==> src/rtl/pipelined_cla_adder.sv <==
// Pipelined carry-lookahead adder, one SEG_WIDTH-bit segment per stage.
// Define CLA_SUB_EN to add a sub input (A-B via inverted B and carry-in).
module pipelined_cla_adder #(
    parameter int WIDTH     = 32,
    parameter int SEG_WIDTH = 8
) (
    input  logic             clk,
    input  logic             clear_n,
    input  logic             in_valid,
    output logic             in_ready,
    input  logic [WIDTH-1:0] A,
    input  logic [WIDTH-1:0] B,
    input  logic             Cin,
`ifdef CLA_SUB_EN
    input  logic             sub,
`endif
    output logic             out_valid,
    input  logic             out_ready,
    output logic [WIDTH-1:0] S,
    output logic             C_out,
    output logic             overflow,
    output logic             zero
);
    localparam int NSEG = WIDTH / SEG_WIDTH;
    localparam int SW   = SEG_WIDTH;

    // Returns {carry into MSB, carry out, sum}; 4-bit lookahead groups.
    function automatic logic [SW+1:0] cla_seg(
        input logic [SW-1:0] a,
        input logic [SW-1:0] b,
        input logic          ci
    );
        logic [SW-1:0] g;
        logic [SW-1:0] p;
        logic [SW:0]   c;
        g    = a & b;
        p    = a ^ b;
        c    = '0;
        c[0] = ci;
        for (int j = 0; j < SW; j += 4) begin
            c[j+1] = g[j] | (p[j] & c[j]);
            c[j+2] = g[j+1] | (p[j+1] & g[j])
                   | (p[j+1] & p[j] & c[j]);
            c[j+3] = g[j+2] | (p[j+2] & g[j+1])
                   | (p[j+2] & p[j+1] & g[j])
                   | (p[j+2] & p[j+1] & p[j] & c[j]);
            c[j+4] = g[j+3] | (p[j+3] & g[j+2])
                   | (p[j+3] & p[j+2] & g[j+1])
                   | (p[j+3] & p[j+2] & p[j+1] & g[j])
                   | (p[j+3] & p[j+2] & p[j+1] & p[j] & c[j]);
        end
        return {c[SW-1], c[SW], p ^ c[SW-1:0]};
    endfunction

    logic                       sub_w;
    logic                       advance;
    logic [NSEG-1:0]            vld_q;
    logic [NSEG-1:0]            c_q;
    logic [NSEG-1:0]            c_d;
    logic [NSEG-1:0][WIDTH-1:0] a_q;
    logic [NSEG-1:0][WIDTH-1:0] b_q;
    logic [NSEG-1:0][WIDTH-1:0] s_q;
    logic [NSEG-1:0][WIDTH-1:0] s_d;
    logic                       ovf_q;
    logic                       ovf_d;
    logic                       zero_q;
    logic                       zero_d;
    logic                       cmsb;
    logic [SW+1:0]              seg;
    logic [NSEG:0]              vld_in;
    logic [NSEG:0]              c_in;
    logic [NSEG:0][WIDTH-1:0]   a_in;
    logic [NSEG:0][WIDTH-1:0]   b_in;
    logic [NSEG:0][WIDTH-1:0]   s_in;
    logic                       unused;

`ifdef CLA_SUB_EN
    assign sub_w = sub;
`else
    assign sub_w = 1'b0;
`endif

    // Index k is the input of stage k; index 0 comes from the ports.
    assign vld_in = {vld_q, in_valid};
    assign a_in   = {a_q, A};
    assign b_in   = {b_q, B ^ {WIDTH{sub_w}}};
    assign c_in   = {c_q, Cin ^ sub_w};
    assign s_in   = {s_q, {WIDTH{1'b0}}};
    assign unused = ^{vld_in[NSEG], a_in[NSEG], b_in[NSEG],
                      c_in[NSEG], s_in[NSEG]};

    assign advance  = out_ready | ~vld_q[NSEG-1];
    assign in_ready = advance;

    always_comb begin
        s_d  = s_in[NSEG-1:0];
        c_d  = '0;
        cmsb = 1'b0;
        seg  = '0;
        for (int k = 0; k < NSEG; k++) begin
            seg = cla_seg(a_in[k][k*SW +: SW],
                          b_in[k][k*SW +: SW], c_in[k]);
            s_d[k][k*SW +: SW] = seg[SW-1:0];
            c_d[k] = seg[SW];
            if (k == NSEG - 1) cmsb = seg[SW+1];
        end
        ovf_d  = cmsb ^ c_d[NSEG-1];
        zero_d = ~|s_d[NSEG-1];
    end

    always_ff @(posedge clk or negedge clear_n) begin
        if (!clear_n) begin
            vld_q  <= '0;
            a_q    <= '0;
            b_q    <= '0;
            s_q    <= '0;
            c_q    <= '0;
            ovf_q  <= 1'b0;
            zero_q <= 1'b0;
        end else if (advance) begin
            vld_q  <= vld_in[NSEG-1:0];
            a_q    <= a_in[NSEG-1:0];
            b_q    <= b_in[NSEG-1:0];
            s_q    <= s_d;
            c_q    <= c_d;
            ovf_q  <= ovf_d;
            zero_q <= zero_d;
        end
    end

    assign out_valid = vld_q[NSEG-1];
    assign S         = s_q[NSEG-1];
    assign C_out     = c_q[NSEG-1];
    assign overflow  = ovf_q;
    assign zero      = zero_q;

endmodule
==> config.mk <==
export PLATFORM = sky130hd
export DESIGN_NAME = pipelined_cla_adder
export DESIGN_NICKNAME = d
export VERILOG_FILES = /design/src/rtl/pipelined_cla_adder.sv
export SDC_FILE = /design/constraint.sdc
export NUM_CORES = 1
export LEC_CHECK = 0
export BUFFER_PORTS_ARGS = -buffer_cell sky130_fd_sc_hd__buf_2
export CORE_MARGIN = 8
export CORE_UTILIZATION = 60
export DETAILED_ROUTE_END_ITERATION = 16
export PLACE_DENSITY = 0.82
export RECOVER_POWER = 100
export SLEW_MARGIN = 10
export SYNTH_ARGS = -nofsm -noshare
export SYNTH_HDL_FRONTEND = slang
export SYNTH_SLANG_ARGS = --single-unit
==> constraint.sdc <==
create_clock -name clk -period 5.97 [get_ports clk]
set_clock_uncertainty 0.2 [all_clocks]
set_input_delay 1.194 -clock clk [delete_from_list [all_inputs] [get_ports clk]]
set_output_delay 1.194 -clock clk [all_outputs]
set_load 0.005 [all_outputs]
==> flow_summary.json <==
{
  "status": "finished with violations",
  "violations": "capacitance limit, slew limit",
  "required_ps": 6090,
  "p_clk_share_pct": 23.1,
  "grt_overflow_total": 0,
  "p_int_uw": 3200,
  "setup_viol": 0,
  "worstSkewPairLatency_ps": 430,
  "antenna_left": 0,
  "cp-end-kind": "register",
  "dieArea_sq_um": 17500,
  "viasPerCell": 5.14,
  "crit_start": "out_ready",
  "peakVddDrop_mv": 0.245,
  "r2r_start": "vld_q[3]",
  "syn2layout_area_growth_pct": 14.6,
  "worst_slew_pin_slew_ps": 2240,
  "synth_top_area_share_pct": 57.4,
  "crit_path_start_kind": "input pin",
  "initial_core_util_pct": 61.3,
  "yosysWarnings": 0,
  "total_power_uw": 5060,
  "seq_area_frac_synth_pct": 57.4,
  "r2r_slack_ps": 2170,
  "post-route-period-util_pct": 71.4,
  "slew-limit-headroom_pct": -49.6,
  "swShare_pct": 36.7,
  "post_cts_buffers": 0,
  "netlist_area_sq_um": 8110,
  "num_rows": 42,
  "cts_max_level": 4,
  "crit_end": "zero",
  "dr.pass1.iters": 4,
  "layout_min_cycle_time_ps": 4270,
  "grt_pass1_vias": 6026,
  "p_per_area_nw_per_um2": 544,
  "gp_congestion": 0.805,
  "cap_violations": 3,
  "tns_ps": 0,
  "finalMaxSlewViolations": 273,
  "place_ws_ps": 2140,
  "clkSinkCount": 186,
  "grt_util_all_layers_pct": 19.5,
  "synth_top_area_cell": "dfrtp_1",
  "antenna_found_initial": 0,
  "postCtsHoldBufs": 0,
  "synth_cells": 897,
  "r2r_end": "zero",
  "yosysUniqueCellTypes": 36,
  "combPwrFrac_pct": 34.3,
  "cts_buffer_depth": 2,
  "yosys_register_bits": 186,
  "grt_max_degree": 118,
  "p_switching_uw": 1860,
  "syn_nets": 1006,
  "finalWorstSetupSlack_ps": 1700,
  "finalHoldViolCount": 0,
  "cts_made_buffers": 17,
  "cts_root_buf": "clkbuf_16",
  "avgRoutedWirePerCell_um": 13.9,
  "p_seq_share_pct": 42.6,
  "hpwlAfterDp_mm": 11.0,
  "syn_avg_cell_area_sq_um": 9.04,
  "drtIter0Drc": 490,
  "drive_gt1_share_pct": 10.9,
  "die_w_um": 132,
  "fmax_mhz": 234,
  "ioPinCount": 106,
  "reg2reg_depth": 7,
  "clkTransAtPathRegs_ps": 70,
  "rsz0062_at_grt": "no",
  "cp_max_fo": 110,
  "leakagePower_uw": 0.00488,
  "antenna_cells": 0,
  "wirelength_mm": 16.3,
  "netlist_top_cells_area": "dfrtp_1 (57%), nand2_1 (21%), ha_1 (4.9%), fa_1 (2.0%), a21oi_1 (1.8%)",
  "drc": 0,
  "io_buffer_count": 105,
  "grt_pass1_wl_mm": 28.2,
  "cts_resized": 0,
  "core-area_sq_um": 13200,
  "hold_class": "reg -> reg",
  "num_vias": 6043,
  "arrival_ps": 4380,
  "critical_path_class": "in -> reg",
  "tritoncts": "done",
  "nNetsFinal": 1095,
  "die_h_um": 132
}
==> Yosys cell counts <==
cell type,count
inv_2,1
nor4_1,6
dfrtp_1,186
or2b_1,1
nor2b_1,1
inv_1,16
nor2_1,33
a211oi_2,2
a22oi_1,2
mux2i_1,1
xnor2_1,10
a21o_1,3
fa_1,8
o21ai_2,1
a21boi_0,1
a211oi_1,1
o31ai_1,1
nand2b_1,8
o311ai_0,1
a2111oi_0,6
ha_1,32
nor4_2,1
nand3_1,1
nor3b_2,1
or4_1,1
o21ai_1,4
a32o_1,1
a21oi_1,29
nand4_1,2
clkbuf_1,32
a31oi_1,3
buf_2,8
nand2_1,462
a31oi_4,1
xor2_1,12
o21ai_0,18
==> power by group through the flow <==
stage	Sequential (uW)	Combinational, uW	Clock, uW
6_report	2150	1740	1170
3_5_place_dp	2170	1760	0
2_1_floorplan	2090	1270	0
3_3_place_gp	2140	1680	0
5_1_grt	2220	2000	1240
4_1_cts	2150	1790	1190
==> state kept, by name, summed over array words and instances, names as in the netlist <==
register,flops
a_in,48
b_in,48
s_d,48
S,32
c_q,4
vld_q,4
overflow,1
zero,1
==> final cells by class <==
class / instances / area (sq um)
Fill cell: 1087 / 3950
Clock inverter: 11 / 141
Timing Repair Buffer: 110 / 519
Tap cell: 176 / 220
Sequential cell: 186 / 4650
Clock buffer: 21 / 480
Multi-Input combinational cell: 654 / 3210
Inverter: 17 / 68.8
==> layer usage <==
layer  global-route usage [%]  up-vias  share of wire [%]
met4                     7.57        0                2.0
met2                     30.9      135                 47
met5                        0        -                  0
met3                     4.69       26                4.3
li1                         -     3022                  -
met1                     25.6     2860                 47
==> cell families after synthesis <==
kind of cell,after synthesis,synth area share (%)
AOI/OAI and AO/OA,74,5.68
adders and majority gates,40,6.91
muxes,1,0.123
buffers and inverters,57,2.76
DFF,186,57.4
xor gates and xnor gates,22,2.38
and+or+nand+nor,517,24.8
==> worst max-delay path, cell delays in order <==
cell      delay (ps)
clkbuf_1          70
nor2b_1          300
buf_4            580
clkbuf_2        1580
nor4_1           120
nand4_1          200
a211oi_2          40
a32o_1           250
==> how the worst min path moves through the flow <==
stage | slack, ps | to | cells past startpoint | from
floorplan | 230 | vld_q[2] | 2 | vld_q[2]
global placement | 250 | S[19] | 2 | S[19]
detailed placement | 250 | vld_q[2] | 2 | vld_q[2]
CTS | 260 | vld_q[2] | 2 | vld_q[2]
global route | 280 | vld_q[2] | 2 | vld_q[2]
finish | 260 | s_d[71] | 2 | s_d[39]
==> metrics by stage <==
stage	cell area [sq um]	instances	hold slack, ps	util, %
5_1_grt	9300	1175	279	70.2
4_1_cts	9380	1175	262	70.8
6_report	9300	1175	261	70.2
3_3_place_gp	8760	1143	245	66.1
2_1_floorplan	8110	897	230	-
3_5_place_dp	8760	1143	248	66.1
==> cells in the final DEF (no fill, tap or decap), types with 5 or more instances in the layout <==
cell       Yosys  routed
nor2_1        33      33
clkbuf_16      0      17
clkbuf_8       0       5
a2111oi_0      6       6
ha_1          32      32
nand2_1      462     462
nand2b_1       8       8
a21oi_1       29      29
xor2_1        12      12
inv_1         16      16
o21ai_0       18      20
xnor2_1       10      10
buf_2          8      69
clkinv_2       0       5
clkbuf_1      32      36
dfrtp_1      186     186
fa_1           8       8
nor4_1         6       7
No activity file was read; power rests on OpenSTA's default activity.
